`src/rtl/serial_sum_unpacker.sv`:
```
// Bit-serial recovery of the third addend of a 3-operand add: d = {s_carry, s} - a - b.
// Optional macro SERIAL_SUM_UNPACKER_FASTPATH_EN lets DONE retire and accept on the same edge.
module serial_sum_unpacker #(
  parameter int WIDTH = 8
) (
  input  logic             clk,
  input  logic             rst_n,
  input  logic             in_valid,
  output logic             in_ready,
  input  logic [WIDTH-1:0] s,
  input  logic             s_carry,
  input  logic [WIDTH-1:0] a,
  input  logic [WIDTH-1:0] b,
  output logic             out_valid,
  input  logic             out_ready,
  output logic [WIDTH-1:0] d,
  output logic             underflow,
  output logic             overflow
);

  localparam int CNT_W = $clog2(WIDTH);
  localparam logic [CNT_W-1:0] LAST = CNT_W'(WIDTH - 1);

  typedef enum logic [1:0] {IDLE = 2'd0, SHIFT = 2'd1, DONE = 2'd2} state_t;

  state_t           state_reg, state_next;
  logic [WIDTH-1:0] s_reg, a_reg, b_reg, d_reg;
  logic             carry_reg;
  logic [1:0]       borrow_reg;
  logic [CNT_W-1:0] cnt_reg;
  logic             accept, retire;

  logic [2:0] need;
  logic [2:0] borrow_sum;
  logic [1:0] borrow_next;
  logic       d_bit;

  always_ff @(posedge clk or negedge rst_n) begin
    if (!rst_n) state_reg <= IDLE;
    else        state_reg <= state_next;
  end

  always_comb begin
    state_next = state_reg;
    in_ready   = 1'b0;
    retire     = 1'b0;
    case (state_reg)
      IDLE: begin
        in_ready = 1'b1;
        if (in_valid) state_next = SHIFT;
      end
      SHIFT: begin
        if (cnt_reg == LAST) state_next = DONE;
      end
      DONE: begin
        retire = out_ready;
`ifdef SERIAL_SUM_UNPACKER_FASTPATH_EN
        in_ready = out_ready;
        if (out_ready) state_next = in_valid ? SHIFT : IDLE;
`else
        if (out_ready) state_next = IDLE;
`endif
      end
      default: state_next = IDLE;
    endcase
    accept = in_valid & in_ready;
  end

  // t = s - a - b - borrow; with need = a + b + borrow, -floor(t/2) = (need - s + 1) >> 1.
  always_comb begin
    need        = {2'b00, a_reg[0]} + {2'b00, b_reg[0]} + {1'b0, borrow_reg};
    borrow_sum  = need + 3'd1 - {2'b00, s_reg[0]};
    borrow_next = borrow_sum[2:1];
    d_bit       = s_reg[0] ^ need[0];
  end

  always_ff @(posedge clk or negedge rst_n) begin
    if (!rst_n) begin
      s_reg      <= '0;
      a_reg      <= '0;
      b_reg      <= '0;
      d_reg      <= '0;
      carry_reg  <= 1'b0;
      borrow_reg <= 2'd0;
      cnt_reg    <= '0;
      out_valid  <= 1'b0;
      underflow  <= 1'b0;
      overflow   <= 1'b0;
    end else begin
      if (retire) out_valid <= 1'b0;
      if (accept) begin
        s_reg      <= s;
        a_reg      <= a;
        b_reg      <= b;
        carry_reg  <= s_carry;
        borrow_reg <= 2'd0;
        cnt_reg    <= '0;
      end else if (state_reg == SHIFT) begin
        s_reg      <= s_reg >> 1;
        a_reg      <= a_reg >> 1;
        b_reg      <= b_reg >> 1;
        borrow_reg <= borrow_next;
        d_reg      <= {d_bit, d_reg[WIDTH-1:1]};
        // The final bit also settles the carry-column flags: top = s_carry - borrow.
        if (cnt_reg == LAST) begin
          out_valid <= 1'b1;
          underflow <= ({1'b0, carry_reg} < borrow_next);
          overflow  <= carry_reg & (borrow_next == 2'd0);
        end else begin
          cnt_reg <= cnt_reg + CNT_W'(1);
        end
      end
    end
  end

  assign d = d_reg;

endmodule
```
`config.mk`:
```
export PLATFORM = sky130hd
export DESIGN_NAME = serial_sum_unpacker
export DESIGN_NICKNAME = d
export VERILOG_FILES = /design/src/rtl/serial_sum_unpacker.sv
export SDC_FILE = /design/constraint.sdc
export NUM_CORES = 1
export LEC_CHECK = 0
export ABC_AREA = 1
export BUFFER_PORTS_ARGS = -buffer_cell sky130_fd_sc_hd__buf_2
export CAP_MARGIN = 30
export CORE_MARGIN = 10
export CORE_UTILIZATION = 48
export CTS_CLUSTER_DIAMETER = 40
export DETAILED_ROUTE_END_ITERATION = 8
export PLACE_DENSITY = 0.74
export SETUP_SLACK_MARGIN = 0.2
export SLEW_MARGIN = 10
export SYNTH_ARGS = -nofsm -noshare
export SYNTH_HDL_FRONTEND = slang
export SYNTH_SLANG_ARGS = --single-unit
```
`constraint.sdc`:
```
create_clock -name clk -period 1.8 [get_ports clk]
set_input_delay 0.45 -clock clk [delete_from_list [all_inputs] [get_ports clk]]
set_output_delay 0.45 -clock clk [all_outputs]
set_load 0.03 [all_outputs]
```
==> key figures, run 1 <==
Power
  • Power share of the combinational group: 0.437
  • Clock Power Share: 0.150
  • Pint: 2.24 mW
  • Sw Ratio: 0.421
  • Leak: 1.19 nW
  • Reg power frac: 0.413
  • Pwr Density: 1710 nW/um^2
  • Net Switching: 1.63 mW
  • Max IR drop VDD: 672 uV

STA
  • Setup TNS: -0.259 ns
  • Setup ws final: -0.138 ns
  • Final setup vio count: 3
  • Minimum clock period: 1.94 ns
  • Slew headroom: 0.647
  • Count of pins over their slew limit: 0
  • Period utilization: 1.08
  • Max frequency: 516 MHz
  • Worst-margin pin slew: 0.530 ns
  • Hold Fails Final Rpt: 0
  • Unrepaired setup endpoints after global routing: yes
  • Hold_ws: 0.220 ns
  • Skew final: 0.00631 ns

Worst hold path
  • Hold crit path type: input port to asynchronous set/reset pin

Critical path
  • Reg2Reg Depth: 7
  • CP Data Arrival Time: 2.17 ns
  • R2R Path End: underflow
  • Crit Path Max Fanout: 2
  • Crit path from: a_reg[0]
  • CP peak stage delay: 0.50 ns
  • FF-to-FF Start: a_reg[0]
  • Worst setup endpoint: underflow
  • CP startpoint kind: register
  • CP Capture Type: register
  • Crit path required time: 2.03 ns
  • Critical path, cell by cell: fa_1, ha_2, fa_1, inv_1, o21ai_1, nand2_1, nand2_1
  • CP max-delay cell: fa_1
  • R2R setup slack: -0.14 ns
  • Kind of critical path: register to register

Routing
  • Remaining design rule violation count: 0
  • First-pass DRT Iterations: 4
  • DR iter-0 viols: 72
  • Via-per-instance ratio: 4.96
  • Routed Antenna Nets: 0
  • Routed wire length: 3980 um
  • WL/cell: 12.9 um
  • Via Count: 1,534

Layout
  • Layout cells sized above 1: 0.241
  • Nets: 294
  • Final std cells w/o fill: 309
  • Layout area overhead: 18.0%
  • Antenna diode count: 0

Placement
  • Final GP Congestion: 0.728
  • Setup WS pre-CTS: -0.138 ns
  • Placed cells: 300
  • IO Port Bufs: 40
  • HPWL after DPL: 2870 um

Clocking
  • CTS Buf Count: 5
  • CTS tree: built
  • Max clock buf depth: 2
  • Clock net sink count: 43
  • H-tree depth: 2
  • Root Buffer: clkbuf_8
  • Clk slew on worst S/H paths: 0.08 ns
  • Clk_lat worst skew: 0.29 ns

Floorplanning
  • Top Ports: 41
  • # rows: 22
  • Die Y: 83.1 um
  • Die span in x: 83.1 um
  • Starting density of the core: 0.511
  • Core area: 3740 sq um
  • Die area: 6910 sq um

Logic synthesis
  • Synth Net Count: 252
  • Multiplexer share of the synthesized area: 0
  • Synth cell types: 18
  • Post-Syn Instances: 218
  • Adder-Cell Fraction of Synth Area: 0.0406
  • Largest family of logic cells by synthesized area: simple AND/OR/NAND/NOR gates
  • Synth Area in Compound Gates: 0.0386
  • Register area share after synthesis: 0.563
  • Ys Warns: 0
  • Yosys top cell by area: dfrtp_1
  • Synthesized area per cell: 8.77 sq um
  • Synth Area in XOR/XNOR: 0
  • Yosys reg bits: 43
  • Synth top area cells: dfrtp_1 (56%), nand2_1 (16%), nand3_1 (13%), buf_2 (2.4%), o21ai_1 (2.4%)
  • Share of the synthesized area in the top cell type: 0.563
  • Netlist Area Pre-Place: 1910 sq um
  • Simple-gate share of the synthesized area: 0.305

Global routing
  • GR Util All Layers: 0.120
  • First-pass GRT wire length: 7080 um
  • Gr ovfl total: 0
  • Vias in the first global route: 1,552
  • Maximum number of pins on one net before global-route repair: 44
  • Initial antenna violation count: 0

Job
  • Max cap viols: 0

Run status
  • Violations in the final reports: setup timing
  • Status: complete, but fails checks
-- synthesized netlist by cell type --
cell type / count
nor2_1: 2
buf_4: 1
inv_2: 2
o21ai_0: 1
o21ai_4: 1
buf_2: 9
nand4_1: 1
buf_1: 2
ha_1: 3
nor2_2: 1
nor2_4: 1
fa_1: 2
inv_1: 9
nand2_1: 79
o31ai_1: 1
dfrtp_1: 43
nand3_1: 51
o21ai_1: 9
-- metrics by stage --
stage          cell area [sq um]  utilization  power [mW]
2_1_floorplan               1910            -        2.86
3_3_place_gp                2160        0.577        3.26
3_5_place_dp                2160        0.577        3.31
4_1_cts                     2250        0.602        3.92
5_1_grt                     2260        0.603        4.23
6_report                    2260        0.603        3.87
-- worst max-delay path: cells and delay by family (launching register included) --
family	cells	cell delay (ns)
compound gates	1	0.12
fa+ha+maj	3	1.18
buf+inv	1	0.06
flops	1	0.40
simple gates	2	0.11
-- area by class of cell --
cell class,count,area (sq um)
clock buffers,5,68.8
clock inverters,3,15.0
fillers,352,1490
inverters,11,41.3
multi-input cells,152,737
flip-flops and latches,43,1080
well taps,48,60.1
repair buffers,47,255
-- power by group through the flow --
| stage | Sequential (mW) | Combinational, mW | Clock [mW] |
|---|---|---|---|
| after floorplan | 1.75 | 1.12 | 0 |
| after global placement | 1.60 | 1.66 | 0 |
| after detailed placement | 1.61 | 1.70 | 0 |
| after CTS | 1.60 | 1.72 | 0.602 |
| after global routing | 1.66 | 1.94 | 0.638 |
| final | 1.60 | 1.69 | 0.580 |
-- cells in the final DEF, fill, tap and decap left out, types with 2 or more instances in the layout --
master / netlist / final
buf_2: 9 / 39
buf_4: 1 / 7
clkbuf_8: 0 / 5
clkinv_2: 0 / 3
dfrtp_1: 43 / 41
dfrtp_2: 0 / 2
fa_1: 2 / 2
ha_1: 3 / 2
inv_1: 9 / 9
inv_2: 2 / 2
nand2_1: 79 / 79
nand3_1: 51 / 51
nor2_1: 2 / 2
o21ai_1: 9 / 10
-- cell families (layout without fill, tap and decap cells) --
family,after synthesis,after routing
buffers and inverters,23,66
AO/OA/AOI/OAI,12,12
flip-flops,43,43
AND/OR/NAND/NOR,135,135
adder cells (fa/ha/maj),5,5
-- what timing repair did --
item | 4_1_cts | 5_1_grt
buffers inserted | 1 | 0
endpoints found under the setup margin | 5 | 5
gates resized for setup | 1 | 2
hold buffers | 0 | 0
pin swaps | 0 | 1
-- layer usage --
layer	part of all wire	GRT usage	up-vias
li1	-	-	787
met1	0.49	0.148	708
met2	0.45	0.188	35
met3	0.055	0.0439	4
met4	0.0083	0.0415	0
met5	0	0	-
-- how the worst min path moves through the flow --
stage	from	end	slack [ns]	depth (start not counted)
5_1_grt	rst_n	state_reg[1]	0.26	2
2_1_floorplan	rst_n	a_reg[0]	0.15	0
3_3_place_gp	out_valid	out_valid	0.45	2
6_report	rst_n	cnt_reg[2]	0.22	2
3_5_place_dp	out_valid	out_valid	0.46	2
4_1_cts	rst_n	out_valid	0.23	2
(Power assumes the default switching activity.)
==> run 2, diff against run 1 <==
- RECOVER_POWER: default -> 25
- REMOVE_ABC_BUFFERS: default -> 1
==> run 2 against run 1 <==
Against the previous run:
- the flow still finishes with violations (setup timing)
- combinational power rose by 7%
- count of clock-buffer cells in the layout rose by 1
- final cell count rose by 0.32%
- core utilization rose by 1.1 points
- via count rose by 2.0%
- hold slack improved by 0.12 ns
- worst setup slack improved by 0.015 ns
- largest power group unchanged
- highest routed layer unchanged
==> key figures, run 2 (synthesized netlist as in run 1, its figures left out) <==
Floorplanning
  • Die Y: 83.1 um (unchanged)
  • Core area: 3740 sq um (unchanged)
  • # rows: 22 (unchanged)
  • Top Ports: 41 (unchanged)
  • Die area: 6910 sq um (unchanged)
  • Starting density of the core: 0.511 (unchanged)
  • Die span in x: 83.1 um (unchanged)

STA
  • Minimum clock period: 1.92 ns (-0.0148 ns)
  • Worst-margin pin slew: 1.03 ns (+0.500 ns)
  • Max frequency: 520 MHz (+0.77%)
  • Final setup vio count: 3 (unchanged)
  • Unrepaired setup endpoints after global routing: yes
  • Slew headroom: 0.313 (-0.333)
  • Setup TNS: -0.333 ns (-0.0744 ns)
  • Count of pins over their slew limit: 0 (unchanged)
  • Setup ws final: -0.123 ns (+0.0148 ns)
  • Hold Fails Final Rpt: 0 (unchanged)
  • Skew final: 0.00785 ns (+0.00154 ns)
  • Period utilization: 1.07 (-0.00821)

Routing
  • First-pass DRT Iterations: 4 (unchanged)
  • Routed wire length: 4110 um (+3.2%)
  • DR iter-0 viols: 69 (-4.2%)
  • Via-per-instance ratio: 5.05 (+1.6%)
  • Remaining design rule violation count: 0 (unchanged)
  • Via Count: 1,564 (+2.0%)
  • WL/cell: 13.3 um (+2.9%)
  • Routed Antenna Nets: 0 (unchanged)

Critical path
  • Critical path, cell by cell: fa_1, ha_2, fa_1, inv_2, buf_6, o21ai_1
  • Critical path's most frequent cell: fa_1
  • CP startpoint kind: register
  • CP max-delay cell: fa_1
  • CP peak stage delay: 0.52 ns (+0.02 ns)
  • Crit path required time: 2.03 ns (about the same)
  • Cell family with the largest share of critical-path delay: adder cells
  • Critical path buffers and inverters: 2 (+1)
  • CP Data Arrival Time: 2.15 ns (-0.02 ns)
  • Crit Path Max Fanout: 2 (unchanged)
  • CP Capture Type: register
  • Kind of critical path: register to register

Power
  • Leak: 1.21 nW (+1.8%)
  • Pwr Density: 1830 nW/um^2 (+6.6%)
  • Tot Pwr: 4.20 mW (+8.5%)
  • Max IR drop VDD: 960 uV (+43%)

Run status
  • Status: complete, but fails checks
  • Violations in the final reports: setup timing

Clocking
  • Max clock buf depth: 2 (unchanged)
  • Root Buffer: clkbuf_8
  • Clock net sink count: 43 (unchanged)
  • CTS Buf Count: 5 (unchanged)
  • H-tree depth: 2 (unchanged)
  • CTS tree: built
  • Clk_lat worst skew: 0.30 ns (about the same)
  • Clk slew on worst S/H paths: 0.08 ns (about the same)

Layout
  • Most common cell after layout, fill and taps aside: nand2_1
  • Fin area: 2300 sq um (+1.8%)
  • Antenna diode count: 0 (unchanged)
  • Layout cells sized above 1: 0.244 (+0.00290)
  • Layout fillers: 333 (-5.4%)
  • Layout area overhead: 20.2%
  • Nets: 295 (+0.34%)
  • Most frequent cells in the layout: nand2_1 (79), nand3_1 (51), dfrtp_1 (43)
  • Post-Route Utilization: 0.614 (+0.0110)

Placement
  • DP Area: 2170 sq um (+0.46%)
  • HPWL after DPL: 2950 um (+3.0%)
  • IO Port Bufs: 40 (unchanged)
  • Final GP Congestion: 0.746 (+2.4%)

Global routing
  • Maximum number of pins on one net before global-route repair: 44 (unchanged)
  • Vias in the first global route: 1,615 (+4.1%)
  • Initial antenna violation count: 0 (unchanged)
  • Gr ovfl total: 0 (unchanged)
  • First-pass GRT wire length: 7270 um (+2.7%)
  • GR Util All Layers: 0.124 (+0.00361)

Job
  • Max cap viols: 0 (unchanged)

Worst hold path
  • Hold crit path type: input port to register
==> run 2: changes by cell type in the layout (fill, tap and decap cells not counted), sizes merged <==
cell	before	now
clkinv	3	1
buf	46	47
bufinv	0	1
clkbuf	6	7
==> run 2: metrics by stage <==
step,worst slack [ns],instances,hold slack [ns]
6_report,-0.123,310,0.339
3_3_place_gp,-0.138,300,0.444
4_1_cts,-0.125,309,0.121
2_1_floorplan,-0.0718,206,0.154
5_1_grt,-0.211,310,0.343
3_5_place_dp,-0.140,300,0.445
==> run 2: area by class of cell <==
type,instances,area (sq um),share of cell area
timing repair buffer,48,262,0.114
clock inverter,2,35.0,0.0153
multi-input combinational,152,741,0.322
inverter,11,41.3,0.0180
tap,48,60.1,0.0261
clock buffer,6,82.6,0.0359
sequential,43,1080,0.468
==> run 2: final timing paths <==
kind | startpoint | to | slack (ns) | cells after the start
min | out_ready | state_reg[1] | 0.34 | 2
min in group asynchronous | rst_n | d[2] | 0.40 | 2
min reg2reg | a_reg[7] | a_reg[7] | 0.48 | 2
max | borrow_reg[0] | borrow_reg[0] | -0.12 | 6
max reg2reg | borrow_reg[0] | borrow_reg[0] | -0.12 | 6
max in group asynchronous | rst_n | a_reg[4] | 0.77 | 2
==> run 2: report_power, final <==
part	internal, mW	switching (mW)	total, mW
Combinational	0.693	1.12	1.81
Clock	0.449	0.328	0.777
Sequential	1.36	0.247	1.60
==> run 2: what timing repair did <==
action                                  4_1_cts  5_1_grt
endpoints found under the setup margin        5        5
pin swaps                                     1        2
setup buffers                                 1        1
hold buffers                                  0        0
gates resized for setup                       2        3
==> run 2: layer usage <==
| metal | GRT usage | part of all wire | wire (um) | up-vias |
|---|---|---|---|---|
| met1 | 0.155 | 0.47 | 1920 | 730 |
| met5 | 0 | 0 | 0 | - |
| met3 | 0.0518 | 0.060 | 245 | 6 |
| met4 | 0.0415 | 0.014 | 57 | 0 |
| met2 | 0.186 | 0.46 | 1880 | 37 |
| li1 | - | - | - | 791 |
